==> src/rtl/countdown_bcd_display.sv <==
// countdown_bcd_display
//   Turns the countdown stage's binary value into DIGITS active-low
//   seven-segment digits. Binary-to-BCD runs sequentially (shift-and-add-3,
//   one bit per clock) and restarts on its own whenever the input differs
//   from the last converted value. Leading zeros are blanked.
// Ports
//   clk    : clock, rising edge
//   reset  : asynchronous, active-high
//   value  : N-bit unsigned count, synchronous to clk
//   seg    : digit d on seg[7d+6:7d] (d=0 least significant), bit0=a..bit6=g, 0=lit
//   busy   : high while a conversion is in flight (N+1 cycles)
//   zero   : high when the displayed value is 0
module countdown_bcd_display #(
    parameter int N      = 7,
    parameter int DIGITS = 3
) (
    input  logic                  clk,
    input  logic                  reset,
    input  logic [N-1:0]          value,
    output logic [7*DIGITS-1:0]   seg,
    output logic                  busy,
    output logic                  zero
);

    localparam longint MAXV = (longint'(1) << N) - 1;
    localparam longint TENP = longint'(10) ** DIGITS;

    generate
        if (N < 1 || TENP <= MAXV) begin : g_param_err
            $error("countdown_bcd_display: need N>=1 and 10**DIGITS > 2**N-1");
        end
    endgenerate

    localparam logic [1:0] S_IDLE  = 2'd0;
    localparam logic [1:0] S_SHIFT = 2'd1;
    localparam logic [1:0] S_DONE  = 2'd2;

    localparam int            CW   = $clog2(N + 1);
    localparam logic [CW-1:0] LAST = CW'(N - 1);

    logic [1:0]            r_state;
    logic [N-1:0]          r_shown;
    logic                  r_valid;
    logic [N-1:0]          r_bin;
    logic [4*DIGITS-1:0]   r_bcd;
    logic [CW-1:0]         r_cnt;
    logic [7*DIGITS-1:0]   r_seg;
    logic                  r_zero;

    logic [4*DIGITS-1:0]   w_adj;
    logic [7*DIGITS-1:0]   w_seg;
    logic                  w_lit;

    function automatic logic [6:0] enc7(input logic [3:0] d);
        case (d)
            4'd0:    enc7 = 7'h40;
            4'd1:    enc7 = 7'h79;
            4'd2:    enc7 = 7'h24;
            4'd3:    enc7 = 7'h30;
            4'd4:    enc7 = 7'h19;
            4'd5:    enc7 = 7'h12;
            4'd6:    enc7 = 7'h02;
            4'd7:    enc7 = 7'h78;
            4'd8:    enc7 = 7'h00;
            4'd9:    enc7 = 7'h10;
            default: enc7 = 7'h7F;
        endcase
    endfunction

    // Add-3 correction: any digit >=5 would exceed 9 after the next doubling.
    always_comb begin
        w_adj = '0;
        for (int d = 0; d < DIGITS; d++) begin
            if (r_bcd[4*d +: 4] >= 4'd5)
                w_adj[4*d +: 4] = r_bcd[4*d +: 4] + 4'd3;
            else
                w_adj[4*d +: 4] = r_bcd[4*d +: 4];
        end
    end

    // Walk from the most significant digit down; a digit is lit once it or
    // any digit above it is non-zero. Digit 0 is always lit.
    always_comb begin
        w_seg = '1;
        w_lit = 1'b0;
        for (int d = DIGITS - 1; d >= 0; d--) begin
            w_lit = w_lit | (r_bcd[4*d +: 4] != 4'd0) | (d == 0);
            if (w_lit)
                w_seg[7*d +: 7] = enc7(r_bcd[4*d +: 4]);
        end
    end

    always_ff @(posedge clk or posedge reset) begin
        if (reset) begin
            r_state <= S_IDLE;
            r_shown <= '0;
            r_valid <= 1'b0;
            r_bin   <= '0;
            r_bcd   <= '0;
            r_cnt   <= '0;
            r_seg   <= '1;
            r_zero  <= 1'b0;
        end else begin
            case (r_state)
                S_IDLE: begin
                    if (!r_valid || value != r_shown) begin
                        r_bin   <= value;
                        r_shown <= value;
                        r_valid <= 1'b1;
                        r_bcd   <= '0;
                        r_cnt   <= '0;
                        r_state <= S_SHIFT;
                    end
                end
                S_SHIFT: begin
                    // {BCD, bin} << 1 after the add-3 correction
                    r_bcd <= (w_adj << 1) | (4*DIGITS)'(r_bin[N-1]);
                    r_bin <= r_bin << 1;
                    r_cnt <= r_cnt + 1'b1;
                    if (r_cnt == LAST)
                        r_state <= S_DONE;
                end
                S_DONE: begin
                    r_seg   <= w_seg;
                    r_zero  <= (r_bcd == '0);
                    r_state <= S_IDLE;
                end
                default: r_state <= S_IDLE;
            endcase
        end
    end

    assign seg  = r_seg;
    assign zero = r_zero;
    assign busy = (r_state != S_IDLE);

endmodule

==> config.mk <==
export PLATFORM = sky130hd
export DESIGN_NAME = countdown_bcd_display
export DESIGN_NICKNAME = d
export VERILOG_FILES = /design/src/rtl/countdown_bcd_display.sv
export SDC_FILE = /design/constraint.sdc
export NUM_CORES = 1
export LEC_CHECK = 0
export ABC_CLOCK_PERIOD_IN_PS = 2200
export CORE_UTILIZATION = 56
export CTS_CLUSTER_DIAMETER = 200
export DETAILED_ROUTE_END_ITERATION = 6
export HOLD_SLACK_MARGIN = 0.05
export PLACE_DENSITY = 0.85
export SLEW_MARGIN = 30
export SYNTH_ARGS = -nofsm -noshare
export SYNTH_HDL_FRONTEND = slang
export SYNTH_SLANG_ARGS = --single-unit
==> constraint.sdc <==
create_clock -name clk -period 2.2 [get_ports clk]
set_input_delay 0.55 -clock clk [delete_from_list [all_inputs] [get_ports clk]]
set_output_delay 0.55 -clock clk [all_outputs]
set_load 0.01 [all_outputs]
==> flow_summary.yaml <==
logic_synthesis:
  synth_flop_cell: "dfrtp_1"
  synth-xor-area-share_pct: 3.53
  async_reset_ff_share_pct: 100
  yosysWarnings: 0
  synth_simple_gate_area_share_pct: 15.4
  ys_seq_area_share_pct: 46.3
  synth_area_leaders: "dfrtp_1 28%, dfstp_2 19%, ha_1 8.0%"
  synth_top_area_share_pct: 27.8
  synth_area_mm2: 0.00297
  yosysUniqueCellTypes: 49
  yosys_register_bits: 54
  yosysTopAreaCell: "dfrtp_1"
  synth_top_family_by_area: "compound AO/OA/AOI/OAI gates"
  synthAdderAreaFrac_pct: 7.99
  synthMuxAreaShare_pct: 2.10
  syn_nets: 336
  synth_compound_area_share_pct: 19.7
  avgSynthCellArea_um2: 9.66
  synth_edf_count: 0
  syn_inst: 308
clock_tree:
  tritoncts: "done"
  root_buffer: "clkbuf_8"
  clk_path_buf_depth: 2
  clock_sinks: 54
  htreeDepth: 2
  clk_latency_ps: 310
  path_clk_slew_ps: 90
  cts_buffers: 5
  cts_resized: 0
  postCtsSetupRepairBufs: 0
  ctsHoldBuffers: 0
worst_setup_path:
  crit_required_ps: 1650
  startpoint_type: "register"
  path_max_fanout: 11
  r2r_slack_ps: 430
  worstSetupPathType: "reg -> out"
  slowest_delay_ps: 500
  arrival_ps: 1540
  cp_top_family: "buffers and inverters"
  path_cells: "nor2_2 -> clkinv_1 -> clkdlybuf4s50_1"
  worst-path-buf-inv: 2
  worstReg2RegStart: "r_bcd[5]$_DFFE_PP0P_"
  ff2ff_path_depth: 6
  timing.rr.end: "r_bcd[6]$_DFFE_PP0P_"
  worst_path_max_delay_cell: "dfrtp_2"
  cp-end-kind: "output pin"
run_status:
  status: "complete, no violations"
timing:
  setup_viol: 0
  min_period_ps: 2090
  worst_pin_slew_ps: 596
  fmax_mhz: 478
  fin_worst_skew_ps: 4.81
  drv_slew: 0
  rsz0062_at_grt: "false"
  finalCritPeriodShare_pct: 95.1
  setup_tns_ps: 0
  hold_viol_final: 0
  relSlewSlack_pct: 60.3
hold_path:
  hold_path_startpoint: "seg[20]$_DFFE_PP1N_"
  hold-path-cell-count: 2
  min_to: "seg[20]$_DFFE_PP1N_"
  hold_path.class: "reg -> reg"
global_route:
  grt_start_max_net_pins: 55
  grt_use_total_pct: 23.6
  grt_first_pass_wirelength_um: 10000
  grt_overflow_total: 0
  antenna_found_initial: 0
  grt_pass1_vias: 2134
floorplan:
  start_util_pct: 58.2
  num_io_pins: 32
  dieArea_mm2: 0.00561
  die-width_um: 74.9
  dieHeight_um: 74.9
  rows: 26
  core_mm2: 0.00511
drt:
  drcViolationCount: 0
  wl_per_cell_um: 14.6
  drt_first_pass_iters: 5
  drt-initial-drc-count: 132
  vias_per_cell: 5.64
  wl_um: 6010
  final_antenna_net_count: 0
  num_vias: 2331
layout:
  layout_commonest_cell: "dfrtp_1"
  layout-drive-gt1-share_pct: 14.6
  antenna_cells: 0
  nets: 370
  final-seq-area_mm2: 0.00138
  fillCellCount: 409
  multi_input_area_mm2: 0.00145
  area_delta_synth_final_pct: 17.4
  final_cell_mix: "32 x dfrtp_1, 31 x nand2_1, 31 x clkdlybuf4s50_1, 23 x o21ai_0, 21 x dfstp_2"
place:
  port_buffers: 31
  dpl.hpwl_um: 4360
  routabilityCongestion: 0.847
power:
  power.total_w: 0.00532
  ir_drop_mv: 0.762
  p_per_area_mw_per_mm2: 1520
  p_leak_nw: 1.54
flow_run:
  max_cap_violations: 0
-- cells in the mapped netlist, types with 2 or more instances --
master	count
a21oi_1	18
mux2i_1	4
and2_1	4
nand4_2	2
inv_1	20
o2bb2ai_1	2
o31ai_1	4
ha_1	19
nand2b_1	9
xnor2_1	11
nor2_1	19
nand3_1	6
o21ai_0	23
nor3_1	5
nor2b_1	4
a22oi_1	3
nor3b_1	3
o22a_1	10
nand2_1	31
o21a_1	2
mux2_2	2
and4_1	2
dfrtp_1	33
and3_1	2
o22ai_1	10
dfstp_2	21
clkbuf_1	11
nor4_1	2
buf_2	3
a21o_1	4
-- worst max path at each step --
stage | start | end | slack [ps] | cells past startpoint
finish | r_state[1]$_DFFE_PP0P_ | busy | 110 | 3
global route | r_state[1]$_DFFE_PP0P_ | busy | 30 | 3
global placement | value[1] | r_bin[5]$_DFFE_PP0P_ | 90 | 5
detailed placement | value[2] | r_bcd[7]$_DFFE_PP0P_ | 9 | 6
CTS | r_state[1]$_DFFE_PP0P_ | busy | 50 | 3
floorplan | reset | r_bcd[0]$_DFFE_PP0P_ | 370 | 1
-- final cells by class --
cell class / instances / area share (%)
Inverter: 21 / 2.26
Sequential cell: 54 / 39.5
Clock inverter: 1 / 0.143
Tap cell: 70 / 2.51
Clock buffer: 7 / 2.47
Multi-Input combinational cell: 218 / 41.5
Timing Repair Buffer: 42 / 11.6
-- routing by layer --
layer  vias up  GRT usage (%)  share of wire [%]  wire length, um
met4         0           7.13                1.3               79
met2        45           39.1                 49             2960
met3         8           4.69                2.9              177
li1       1155              -                  -                -
met1      1123           31.4                 47             2800
met5         -              0                  0                0
-- kinds of logic after synthesis --
logic type      after synthesis
buf+inv                      36
flops                        54
xor+xnor                     12
compound gates               89
simple gates                 92
mux                           6
fa+ha+maj                    19
-- state kept, by name, summed over array words and instances (netlist names) --
name / cells
r_bin: 7
r_shown: 7
zero: 1
r_bcd: 12
r_valid: 1
r_cnt: 3
seg: 21
r_state: 2
-- stage by stage --
step / setup slack, ps / cell area (um2) / cells / hold slack, ps / utilization, %
2_1_floorplan: 370 / 2970 / 308 / 467 / -
3_3_place_gp: 88.8 / 3400 / 405 / 460 / 66.6
3_5_place_dp: 8.91 / 3400 / 405 / 465 / 66.6
4_1_cts: 46.5 / 3490 / 413 / 479 / 68.3
5_1_grt: 28.2 / 3490 / 413 / 499 / 68.4
6_report: 108 / 3490 / 413 / 474 / 68.4
-- power breakdown --
part	internal (W)	switching, W
clock	0.000255	0.000317
sequential	0.00158	0.000463
combinational	0.00136	0.00134
total	0.00320	0.00212
-- tightest hold or removal path, stage by stage (launching register included) --
cell and delay [ps]:
dfstp_2 380, nand2_1 50, o31ai_1 50
No activity file was read; power rests on OpenSTA's default activity.
